==> config.mk <==
export PLATFORM = sky130hd
export DESIGN_NAME = round_timer
export DESIGN_NICKNAME = d
export VERILOG_FILES = /design/src/rtl/answer_checker_round_timer.sv
export SDC_FILE = /design/constraint.sdc
export NUM_CORES = 1
export LEC_CHECK = 0
export CORE_AREA = 4 4 41 43
export DETAILED_ROUTE_END_ITERATION = 12
export DIE_AREA = 0 0 45 47
export GPL_ROUTABILITY_DRIVEN = 0
export PLACE_DENSITY = 0.73
export REMOVE_ABC_BUFFERS = 1
export SYNTH_ARGS = -nofsm -noshare
export SYNTH_HDL_FRONTEND = slang
export SYNTH_SLANG_ARGS = --single-unit
==> constraint.sdc <==
create_clock -name clk -period 4.79 [get_ports clk]
set_clock_uncertainty 0.05 [all_clocks]
set_input_delay 1.1975 -clock clk [delete_from_list [all_inputs] [get_ports clk]]
set_output_delay 1.1975 -clock clk [all_outputs]
set_load 0.03 [all_outputs]
==> src/rtl/answer_checker_round_timer.sv <==
// One-shot cycle counter: counts while run, parks at limit, expired while sitting there.
module round_timer #(
    parameter int W = 8
) (
    input  logic         clk,
    input  logic         rst_n,
    input  logic         clear,
    input  logic         run,
    input  logic [W-1:0] limit,
    output logic         expired
);
    logic [W-1:0] cnt;

    assign expired = run && (cnt == limit);

    always_ff @(posedge clk or negedge rst_n) begin
        if (!rst_n)
            cnt <= '0;
        else if (clear)
            cnt <= '0;
        else if (run && !expired)
            cnt <= cnt + 1'b1;
    end
endmodule

# Word-level counts from Yosys, hierarchy flattened
# Index checks and enable logic that the tools add are counted.
dict set report op_classes {
  n_eq_ne 1
  addsub 1
  n_reduce_logical 4
  n_mux 2
}
# operator count
set op_table {}
lappend op_table {{two-way mux 8 bit} 2}
lappend op_table {{adder 8 x 1 -> 8 bit, second input constant} 1}
lappend op_table {{equality test 8 bit} 1}
lappend op_table {{logical AND 1 bit} 2}
lappend op_table {{nonzero test 2 bit} 1}
lappend op_table {{logical NOT 1 bit} 1}
dict set report word_totals {
  output_inout_bits 1
  ff_bits 8
}

# Logic depth before layout (Yosys ltp)
dict set report depth {
  depth_word 6
  depth_mapped 4
}

# Worst setup path before layout
# OpenSTA, ideal clock, no wires.
dict set report synth_path {
  path_type {input to output}
  from {in limit[7]}
  to {out expired}
  required_time_ns 3.543
  setup_slack_ns 1.272
  path_stages 3
  n_path_buf 0
  arrival_time_ns 2.270
  cell_sequence {xor2_1 > nor4_2 > and3_1}
}
dict set report synth_between {
  elab_chain_len 2
}
# element line_no
set synth_rtl {}
lappend synth_rtl {{start: declaration} 9} ;# input logic [W-1:0] limit,
lappend synth_rtl {{equality test 8 bit} 14} ;# assign expired = run && (cnt == limit);
lappend synth_rtl {{logical AND 1 bit} 14}
lappend synth_rtl {{end: declaration} 10} ;# output logic expired
# Every way passes these cells.

# Worst setup path after layout
# Same ends and word-level chain as after synthesis.

==> impl.org <==
** Routing
- Wire segments on met2 add up to 566 um in the final route.
- Iteration count of the initial detailed-routing pass :: 4
- After detailed routing, the average wire length per cell comes to around 13 um.
- Routed metal-1 wirelength :: 532 um
- Antenna viol nets, final :: 0
- Routed length on met3 :: ~48 um
- Number of vias in the routed layout :: between 400 and 500
- Using the TritonRoute via totals, the vias-per-cell ratio works out to approximately 5.3.
- Post-detailed-routing wire length :: ~1200 um
- The first routing iteration left 13 violations.
- In the routed design, unresolved DRC markers number 0.
- The highest layer touched by signal routing is met4.

** Logic synthesis
- Number of instances in the synthesized netlist :: 59
- Averaged over all synthesized cells, the footprint is between 9 and 10 um2.
- Area of the mapped netlist :: around 570 um2
- After synthesis, flip-flops and latches occupy 35.1% of the total area.
- Register bit count reported by yosys :: 8
- Number of distinct library cells after synthesis :: 16
- Warnings from Yosys :: 0

** Finish
- The register with the most flip-flops in the layout has 8 of them.
- Fill cells in the final layout number between 100 and 150.
- Storage cell area :: 200 um2
- Non-filler cells, final :: 90
- Ratio of cells with drive above 1 in the final layout :: 18.7%
- Summing all multi-input logic gate instances after layout gives around 370 um2.
- The library cells used most frequently in the layout, excluding fill and tap cells, are 12 x sky130_fd_sc_hd__clkdlybuf4s50_1, 8 x sky130_fd_sc_hd__xor2_1, 8 x sky130_fd_sc_hd__dfrtp_1.
- The number of antenna diodes in the final layout is 0.
- After the last flow step, the layout net total stands at 90.
- Reg with most FFs :: cnt
- The largest registers in the layout are cnt x8.
- Area growth from synthesis to layout :: 30.3%
- Leaving out fill and tap cells, the most frequent cell in the layout is sky130_fd_sc_hd__clkdlybuf4s50_1.

** Clock network
- Post-CTS setup buffers :: 0
- Counting the buffers created by CTS gives 3.
- Clock latency on the worst-skew pair, taken at its later pin, is between 0.2 and 0.3 ns.
- Hold bufs inserted after CTS :: 0
- TritonCTS sink count :: 8
- The longest clock path from root to sink contains 2 buffers.
- Gates resized during post-CTS repair numbered 0.
- TritonCTS built the clock tree.
- In this run the number of H-tree levels came out at 1.
- Clock transition at path regs :: 0.06 ns
- Clock Root Buffer :: sky130_fd_sc_hd__clkbuf_4

** Global route
- Maximum number of pins on one net before global-route repair :: 17
- Initial antenna violation count :: 0
- Global-route wire length before repair :: ~2100 um
- Via count of the first global-routing pass :: between 400 and 500
- In the global route stage, overall resource usage came out at about 14%.
- The total overflow left after global routing is 0.

** Setup path
- At the worst endpoint, the arrival time is ~3 ns.
- STA classifies the critical path endpoint as a primary output.
- Startpoint of the lowest-slack register-to-register path :: cnt[0]
- The worst register-to-register path has a setup slack of approximately 3.1 ns.
- Launching element of the worst setup path :: limit[7]
- The signal on the critical path passes through clkdlybuf4s50_1 > xor2_1 > nor4_2 > and3_1 > clkdlybuf4s50_1.
- STA classifies the critical path startpoint as a primary input.
- WP data required :: 3.54 ns
- Depth of the worst register-to-register path :: 5
- By instance count, the cell type seen most on the critical path is sky130_fd_sc_hd__clkdlybuf4s50_1.
- Slowest cell on crit path :: sky130_fd_sc_hd__clkdlybuf4s50_1
- The endpoint identified for the worst register-to-register timing path is cnt[7].
- The worst setup path is of the primary input to primary output kind.
- Of all nets on the critical path, the largest fanout is 2.
- Maximum cell stage delay along the critical path :: 0.66 ns

** Die
- 13 I/O pins were placed.
- The die covers ~2100 um2.
- In this run the horizontal extent of the chip is between 40 and 50 um.
- Core area :: around 1300 um2
- Die Ht :: roughly 47 um
- Number of rows created at floorplan :: 13
- Initial Util :: ~44%

** Timing
- Crit path time final :: 4.24 ns
- In this run the tightest slew margin relative to its limit is 67.0%.
- Across all hold checks on the routed design, the worst slack comes to between 0.6 and 0.7 ns.
- At the pin with the least slew margin, the transition time is just under 0.5 ns.
- Final count of hold timing violations :: 0
- Unrepaired setup endpoints after global routing :: false
- Final-report setup violation count :: 0
- Final worst-path setup slack :: ~0.55 ns
- The count of pins over their slew limit came to 0.
- Highest clock frequency the design can meet :: roughly 240 MHz
- Adding up every negative setup slack in the final design gives 0 ns.
- Of the available clock period, the critical path in the final layout requires about nine tenths.

** Hold path
- The worst hold path passes through 2 cells.
- Hold Path Sink :: cnt[1]
- The startpoint identified for the worst hold timing path is cnt[1].
- Kind of path behind the tightest hold check :: register to register

** Power
- Leak Pwr :: ~0.33 nW
- Dividing total power by cell area gives a power density of 204 nW/um2.
- Across the VDD grid, the largest voltage drop is 0.000115 V.

** Placement
- Once detailed placement completed, the half-perimeter wirelength came to 876 um.
- The count of buffers added on input and output ports is 12.
- After detailed placement, the design holds a cell count of 87.
- OpenSTA, run right after detailed placement, puts the worst setup slack at a little over 0.5 ns.

** Flow run
- Max-cap violation count :: 0

** Run status
- The flow ran to the end, and the final reports show no timing, DRC or antenna violations.
## Yosys cell counts
cell	instances	area, um2
sky130_fd_sc_hd__nor2b_1	7	43.8
sky130_fd_sc_hd__clkbuf_1	1	3.75
sky130_fd_sc_hd__nor2_1	7	26.3
sky130_fd_sc_hd__nand4_1	4	25.0
sky130_fd_sc_hd__a211oi_1	3	22.5
sky130_fd_sc_hd__nor4_2	2	25.0
sky130_fd_sc_hd__mux2_2	7	78.8
sky130_fd_sc_hd__ha_1	1	12.5
sky130_fd_sc_hd__xor2_1	8	70.1
sky130_fd_sc_hd__a21boi_1	1	7.51
sky130_fd_sc_hd__a21oi_1	3	15.0
sky130_fd_sc_hd__nand2b_1	2	12.5
sky130_fd_sc_hd__nand2_1	3	11.3
sky130_fd_sc_hd__dfrtp_1	8	200
sky130_fd_sc_hd__and3_1	1	6.26
sky130_fd_sc_hd__mux2i_1	1	10.0
## kinds of logic (layout without fill, tap and decap cells)
family	after synthesis	in the layout	synth area share (%)
adder cells (fa/ha/maj)	1	1	2.19
multiplexers	8	8	15.6
flip-flops	8	8	35.1
XOR/XNOR	8	8	12.3
AO/OA/AOI/OAI	7	7	7.89
AND/OR/NAND/NOR	26	26	26.3
buffers and inverters	1	17	0.657
## layout make-up
type | count | share of cell area [%]
multi-input combinational | 50 | 49.3
sequential | 8 | 26.9
timing repair buffer | 14 | 18.2
clock buffer | 3 | 3.03
tap | 15 | 2.53
## worst max-delay path: cells and delay by family
family,cells,cell delay (ns)
buffers and inverters,2,1.08
AND/OR/NAND/NOR,2,0.54
XOR/XNOR,1,0.17
## stage by stage
step	utilization (%)	area [um2]	total power, W
2_1_floorplan	-	567	0.0000841
6_report	57.1	743	0.000152
5_1_grt	57.1	743	0.000161
4_1_cts	57.1	743	0.000155
3_3_place_gp	55.4	721	0.0000998
3_5_place_dp	55.4	721	0.000100
## layer usage
| metal | track usage, % | vias to the layer above |
|---|---|---|
| met4 | 7.02 | 0 |
| met2 | 22.3 | 11 |
| li1 | - | 244 |
| met1 | 17.4 | 221 |
| met5 | 0 | - |
| met3 | 2.68 | 4 |
## power breakdown
part / internal [W] / switching (W) / leakage (nW)
clock: 0.0000288 / 0.0000240 / 0.0138
combinational: 0.0000150 / 0.0000113 / 0.210
sequential: 0.0000692 / 0.00000332 / 0.110
total: 0.000113 / 0.0000386 / 0.334
## worst max path at each step
stage	endpoint	slack [ns]	cells past startpoint
final	expired	0.55	5
after global placement	expired	0.56	5
after global routing	expired	0.45	5
after CTS	expired	0.52	5
after floorplan	expired	1.27	3
after detailed placement	expired	0.52	5
Note: power is estimated with default switching activity, not from simulation.
